## src/rtl/sha_pkg.sv

```systemverilog
// Shared SHA constants, the block-loader state encoding and a word byte-reversal helper.
package sha_pkg;

    localparam int SHA_WORD_W       = 32;
    localparam int SHA_BLK416_WORDS = 13;

    typedef enum logic {
        FILL   = 1'b0,
        COMMIT = 1'b1
    } loader_state_t;

    function automatic logic [SHA_WORD_W-1:0] byte_swap32(input logic [SHA_WORD_W-1:0] w);
        return {w[7:0], w[15:8], w[23:16], w[31:24]};
    endfunction

endpackage

```

## src/rtl/sha_block_loader_416.sv

```systemverilog
// Packs 13 handshaked 32-bit words MSB-first into a 416-bit block and strobes it into the block memory.
// Define SHA_LOADER_BYTE_SWAP_EN to byte-reverse every incoming word (little-endian hosts).
module sha_block_loader_416
    import sha_pkg::*;
#(
    parameter int WORD_W    = SHA_WORD_W,
    parameter int NUM_WORDS = SHA_BLK416_WORDS,
    parameter int BLOCK_W   = WORD_W * NUM_WORDS,
    parameter int CNT_W     = 16
) (
    input  logic               CLK,
    input  logic               RST,
    input  logic               in_valid,
    output logic               in_ready,
    input  logic [WORD_W-1:0]  in_data,
    input  logic               in_last,
    input  logic               flush,
    input  logic               dst_busy,
    output logic               write_en,
    output logic [BLOCK_W-1:0] block_out,
    output logic [CNT_W-1:0]   blk_count,
    output logic               err_frame
);

    localparam int WCNT_W = $clog2(NUM_WORDS);
    localparam logic [WCNT_W-1:0] LAST_IDX = WCNT_W'(NUM_WORDS - 1);

    loader_state_t      state_q, state_d;
    logic [WCNT_W-1:0]  wcnt_q, wcnt_d;
    logic               err_q, err_d;
    logic [CNT_W-1:0]   cnt_q, cnt_d;
    logic [BLOCK_W-1:0] block_q;
    logic [WORD_W-1:0]  word_in;
    logic               xfer;
    logic               load;
    logic               commit;

`ifdef SHA_LOADER_BYTE_SWAP_EN
    assign word_in = byte_swap32(in_data);
`else
    assign word_in = in_data;
`endif

    assign in_ready = (state_q == FILL);
    assign xfer     = in_valid && in_ready;

    always_comb begin
        state_d = state_q;
        wcnt_d  = wcnt_q;
        err_d   = err_q;
        cnt_d   = cnt_q;
        load    = 1'b0;
        commit  = 1'b0;
        // Flush beats both a same-cycle transfer and a pending commit.
        if (flush) begin
            state_d = FILL;
            wcnt_d  = '0;
            err_d   = 1'b0;
        end else begin
            unique case (state_q)
                FILL: begin
                    if (xfer) begin
                        load = 1'b1;
                        if ((wcnt_q == LAST_IDX) && in_last) begin
                            state_d = COMMIT;
                        end else if (in_last || (wcnt_q == LAST_IDX)) begin
                            err_d  = 1'b1;
                            wcnt_d = '0;
                        end else begin
                            wcnt_d = wcnt_q + WCNT_W'(1);
                        end
                    end
                end
                COMMIT: begin
                    if (!dst_busy) begin
                        commit  = 1'b1;
                        cnt_d   = cnt_q + CNT_W'(1);
                        wcnt_d  = '0;
                        state_d = FILL;
                    end
                end
                default: state_d = FILL;
            endcase
        end
    end

    // Strobe is suppressed while reset is asserted so an interrupted commit never reaches memory.
    assign write_en = commit && !RST;

    always_ff @(posedge CLK) begin
        if (RST) begin
            state_q <= FILL;
            wcnt_q  <= '0;
            err_q   <= 1'b0;
            cnt_q   <= '0;
            block_q <= '0;
        end else begin
            state_q <= state_d;
            wcnt_q  <= wcnt_d;
            err_q   <= err_d;
            cnt_q   <= cnt_d;
            for (int k = 0; k < NUM_WORDS; k++) begin
                if (load && (wcnt_q == WCNT_W'(k))) begin
                    block_q[BLOCK_W-1-WORD_W*k -: WORD_W] <= word_in;
                end
            end
        end
    end

    assign block_out = block_q;
    assign blk_count = cnt_q;
    assign err_frame = err_q;

endmodule

```

## config.mk

```make
export PLATFORM = sky130hd
export DESIGN_NAME = sha_block_loader_416
export DESIGN_NICKNAME = d
export VERILOG_FILES = /design/src/rtl/sha_pkg.sv /design/src/rtl/sha_block_loader_416.sv
export SDC_FILE = /design/constraint.sdc
export NUM_CORES = 1
export LEC_CHECK = 0
export BUFFER_PORTS_ARGS = -buffer_cell sky130_fd_sc_hd__buf_2
export CAP_MARGIN = 20
export CORE_MARGIN = 3
export CORE_UTILIZATION = 35
export DETAILED_ROUTE_END_ITERATION = 8
export PLACE_DENSITY = 0.63
export SLEW_MARGIN = 30
export SYNTH_ARGS = -nofsm -noshare
export SYNTH_HDL_FRONTEND = slang
export SYNTH_SLANG_ARGS = --single-unit
```

## constraint.sdc

```tcl
create_clock -name CLK -period 2.7 [get_ports CLK]
set_clock_uncertainty 0.1 [all_clocks]
set_input_delay 0.135 -clock CLK [delete_from_list [all_inputs] [get_ports CLK]]
set_output_delay 0.135 -clock CLK [all_outputs]
set_load 0.01 [all_outputs]
```

# Word-level counts from Yosys, hierarchy flattened
# Cells that the tools add are included.
classes:
  eq_ne: 15
  addsub: 2
  n_bitwise: 4
  n_reduce_logical: 23
  mux: 15
ops:
  columns: ["op", "count"]
  rows:
  - ["4-bit equality test, second input constant", 5]
  - ["16-bit by 1-bit adder with 16-bit output, second input constant", 1]
  - ["4-bit by 3-bit equality test with 1-bit output, second input constant", 4]
  - ["1-bit logical AND", 16]
  - ["4-bit two-way mux", 4]
  - ["1-bit two-way mux", 9]
  - ["4-bit by 2-bit equality test with 1-bit output, second input constant", 2]
  - ["4-bit case mux with 2 select lines", 1]
  - ["3-bit AND reduction", 2]
  - ["4-bit by 1-bit adder with 4-bit output, second input constant", 1]
  - ["4-bit by 1-bit equality test with 1-bit output, second input constant", 1]
  - ["4-bit logical NOT", 1]
  - ["2-bit inequality test, second input constant", 2]
  - ["1-bit inverter", 4]
  - ["4-bit AND reduction", 1]
  - ["2-bit by 1-bit inequality test with 1-bit output, second input constant", 1]
  - ["1-bit case mux with 2 select lines", 1]
  - ["2-bit OR reduction", 1]
  - ["1-bit logical NOT", 1]
  - ["1-bit logical OR", 1]
word_totals:
  output_inout_bits: 435
  register_bits: 438

# Logic depth before layout (Yosys ltp)
logic_depth:
  depth_word: 6
  depth_mapped: 8
  ltp_nobuf: 6

# Least setup slack after synthesis
# No wires, ideal clock.
synth_timing:
  path_kind: "register to register"
  startpoint: "register wcnt_q[0]"
  endpoint: "register block_q[10] (netlist: block_out[10])"
  slack_ns: 0.942
  n_path_buf: 2
  t_required_ns: 2.530
  setup_time_ns: 0.070
  t_arrival_ns: 1.588
  stages_incl_launch_ff: 9
  cell_sequence: "dfxtp_1 inv_1 ha_1 nor2b_1 and4_1 clkbuf_1 buf_2 nand2_1 a21oi_1"
synth_between:
  elab_chain_len: 2
synth_lines:
  columns: ["element", "line_no", "text"]
  rows:
  - ["from (decl)", "sha_block_loader_416.sv:29", "logic [WCNT_W-1:0] wcnt_q, wcnt_d;"]
  - ["from (signal assigned)", "sha_block_loader_416.sv:99", "wcnt_q <= wcnt_d;"]
  - ["4-bit equality test", "sha_block_loader_416.sv:103", "if (load && (wcnt_q == WCNT_W'(k))) begin"]
  - ["1-bit logical AND", "sha_block_loader_416.sv:103", null]
  - ["to (signal, indexed assignment)", "sha_block_loader_416.sv:104", "block_q[BLOCK_W-1-WORD_W*k -: WORD_W] <= word_in;"]
  - ["to (decl)", "sha_block_loader_416.sv:32", "logic [BLOCK_W-1:0] block_q;"]
# Every way passes these cells.
# A chain may end at the register's enable or synchronous reset.

# Final worst setup path
layout_timing:
  startpoint: "register wcnt_q[0]"
  endpoint: "register state_q"
layout_between:
  elab_chain_len: 5
layout_lines:
  columns: ["element", "line_no", "text"]
  rows:
  - ["4-bit equality test", "sha_block_loader_416.sv:64", "if ((wcnt_q == LAST_IDX) && in_last) begin"]
  - ["1-bit logical AND", "sha_block_loader_416.sv:64", null]
  - ["1-bit two-way mux", "sha_block_loader_416.sv:64", null]
  - ["1-bit two-way mux", "sha_block_loader_416.sv:62", "if (xfer) begin"]
  - ["1-bit case mux with 2 select lines", "sha_block_loader_416.sv:60", "unique case (state_q)"]
  - ["to (signal assigned)", "sha_block_loader_416.sv:98", "state_q <= state_d;"]
  - ["to (decl)", "sha_block_loader_416.sv:28", "loader_state_t state_q, state_d;"]
# Every way passes these cells.

==> metrics.md <==
| Metric | Value |
|---|---|
| Synth Area in Compound Gates | between 10% and 20% |
| CTS buffer count | 47 |
| Synth cell types | 37 |
| Worst setup EP type | flop |
| Xor/xnor share of the synthesized area | less than 1% |
| CP arrival | approximately 2800 ps |
| Peak VDD IR | 0.000521 V |
| Detailed Route Iter0 Violations | 1428 |
| Final setup fails | 0 |
| Clk slew on worst S/H paths | 60 ps |
| Initial antenna violation count | 1 |
| Highest-delay cell along the critical path | dlygate4sd3_1 |
| Vias in the first global route | 14319 |
| Final hold viol count | 0 |
| Tcrit/Tclk final | ~90% |
| Global router's overall resource usage | 23.6% |
| DR vias/cell | approximately 5.0 |
| Hold/Removal Path Class | flop to flop |
| Final ANT Viol Nets | 0 |
| WS Path Type | flop to flop |
| Max incr delay on CP | 570 ps |
| Synth top cells by count | nand2_1 (848), dfxtp_1 (438), a21oi_1 (424) |
| Initial core utilization | 35.7% |
| Core region area | 0.0435 mm² |
| Clk_lat worst skew | 570 ps |
| Hpwl dp | 38100 µm |
| Worst rel slew slack | between 30% and 40% |
| Clk buf depth | 3 |
| Largest family of logic cells by synthesized area | simple AND/OR/NAND/NOR gates |
| Drt wl/cell | 19.2 µm |
| CP required | between 3000 and 4000 ps |
| Syn Area/Cell | between 7 and 8 µm² |
| Post-synth top area cell | dfxtp_1 |
| Unrepaired setup endpoints after global routing | no |
| Post-Syn Instances | ~2000 |
| Fraction of layout cells with a size suffix above 1 | 23.9% |
| Minimum clock period | approximately 2400 ps |
| Most common cell in the netlist | nand2_1 |
| Tot Pwr | 13400 µW |
| Worst path top cell family by delay | buffers and inverters |
| Port buffer count | 472 |
| Fmax | approximately 410 MHz |
| Largest fanout on the critical path | 5 |
| I/O pin cnt | 473 |
| N_diodes | 0 |
| Post-route insts no fill | 3028 |
| First-pass GRT wire length | 86200 µm |
| Critical-path cell list | inv_1 > ha_1 > nand4_1 > nor2_1 > a21oi_1 > dlygate4sd3_1 > nor2_1 > dlygate4sd3_1 |
| Ys flop type | dfxtp_1 |
| Pwr dens | approximately 670 mW/mm² |
| Max Cap Viol | 0 |
| Routed via count | 15177 |
| Mux share of post-synthesis cell area | 0.129% |
| Async SR Flop Fraction | 0% |
| Post_cts resized | 0 |
| Die width | 217 µm |
| Area Growth Syn to Fin | 29.7% |
| Die Y | 217 µm |
| Cell Area, Synth | 0.0155 mm² |
| Post-Place Cells | 2905 |
| Final Max Slew Viols | 0 |
| Simple logic cell fraction of the synthesized area | a little under a quarter |
| Worst path bufs/invs | 3 |
| EDFF count, synth | 0 |
| Leading post-synthesis cells by cell area | dfxtp_1 (56%), nand2_1 (20%), a21oi_1 (14%) |
| Share of the synthesized area in the top cell type | a little under three fifths |
| Leak pwr | 0.00833 µW |
| CTS tree | yes |
| Pin count of the biggest net entering global routing | 184 |
| Setup TNS | 0 ps |
| Placer Congestion | 0.823 |
| Number of synthesized register bits | 438 |
| Core Util, Final | 46.4% |
| GRT overflow | 0 |
| Status | complete, no violations |
| Synth Warn # | 0 |
| Row count | 76 |
| Critical Path Start Type | flop |
| Synth Area in Adders | 0.403% |
| Residual DRC | 0 |
| DR pass1 iterations | 5 |
| H-Tree Level Count | 2 |
| # clock sinks | around 440 |
| Seq/Total Area, Yosys | 56.5% |
| Number of setup buffers added after CTS | 0 |
| Final net count | 2452 |
| Root Buffer | clkbuf_16 |
| Routed WL | approximately 58000 µm |
| Die area | 0.0469 mm² |
| Mapped Nets | 2033 |
| Worst Max-Slew Pin Slew | roughly 1000 ps |
## kinds of logic (layout without fill, tap and decap cells)
kind of cell             Yosys count  count (layout)
buffers and inverters            179             632
multiplexers                       2               2
AND/OR/NAND/NOR                  922             922
flip-flops                       438             438
adder cells (fa/ha/maj)            5               5
AO/OA/AOI/OAI                    434             434
XOR/XNOR                          10              10
## path summary, 6_finish.rpt
kind | from | endpoint | slack [ps] | cells after the start
max | wcnt_q[0] | state_q | 280 | 8
min reg2reg | block_out[78] | block_out[78] | 350 | 2
min | block_out[78] | block_out[78] | 350 | 2
max reg2reg | wcnt_q[0] | state_q | 280 | 8
## layout make-up
class | count | area [µm²]
inverters | 4 | 15.0
clock buffers | 73 | 1430
multi-input cells | 1373 | 6030
clock inverters | 10 | 108
fillers | 4221 | 23300
flip-flops and latches | 438 | 8770
repair buffers | 545 | 3070
well taps | 585 | 732
## placed cells by master, fill, tap and decap left out, types with 3 or more instances in the layout
| cell | synthesis | layout |
|---|---|---|
| a21oi_1 | 424 | 424 |
| and2_1 | 9 | 12 |
| and3_1 | 3 | 3 |
| and4_1 | 3 | 3 |
| and4bb_2 | 3 | 3 |
| buf_12 | 0 | 4 |
| buf_2 | 45 | 471 |
| buf_4 | 0 | 29 |
| clkbuf_1 | 90 | 13 |
| clkbuf_16 | 0 | 49 |
| clkbuf_8 | 0 | 11 |
| clkinv_2 | 0 | 6 |
| dfxtp_1 | 438 | 438 |
| dlygate4sd3_1 | 0 | 40 |
| ha_1 | 5 | 5 |
| inv_1 | 4 | 4 |
| nand2_1 | 848 | 848 |
| nand3_1 | 9 | 9 |
| nand4_1 | 5 | 5 |
| nor2_1 | 17 | 17 |
| nor2b_1 | 5 | 5 |
| o21ai_0 | 5 | 5 |
| or3_1 | 5 | 5 |
| xor2_1 | 8 | 8 |
## worst min-delay path, cell delays in order (launching register included)
cell,delay (ps)
dfxtp_1,300
nand2_1,50
a21oi_1,50
## registers in the layout, summed over array words and instances (netlist names)
register and flops:
wcnt_q 4, err_frame 1, blk_count 16, block_out 416, state_q 1
## layer usage
layer	vias up	global-route usage, %	part of all wire [%]
li1	7206	-	-
met1	7218	30.0	41
met2	649	39.1	47
met3	104	6.48	9.1
met4	0	7.18	2.7
met5	-	0	0
## repair_timing
| item | CTS | global route |
|---|---|---|
| setup endpoints to repair | 0 | 0 |
| endpoints found under the hold margin | 418 | 0 |
| hold buffers | 40 | 0 |
## per-stage QoR
step | instance area (µm²) | setup slack, ps | hold WS (ps)
2_1_floorplan | 15500 | 942 | 171
3_3_place_gp | 18200 | 645 | 338
3_5_place_dp | 18200 | 502 | 343
4_1_cts | 20100 | 339 | 351
5_1_grt | 20100 | 173 | 367
6_report | 20100 | 282 | 350
## power breakdown
group,total [µW],leakage (µW),internal (µW),switching [µW]
sequential,6510,0.00353,6490,15.4
combinational,496,0.00404,117,379
clock,6430,0.000759,3810,2620
total,13400,0.00833,10400,3020
(Power assumes the default switching activity.)
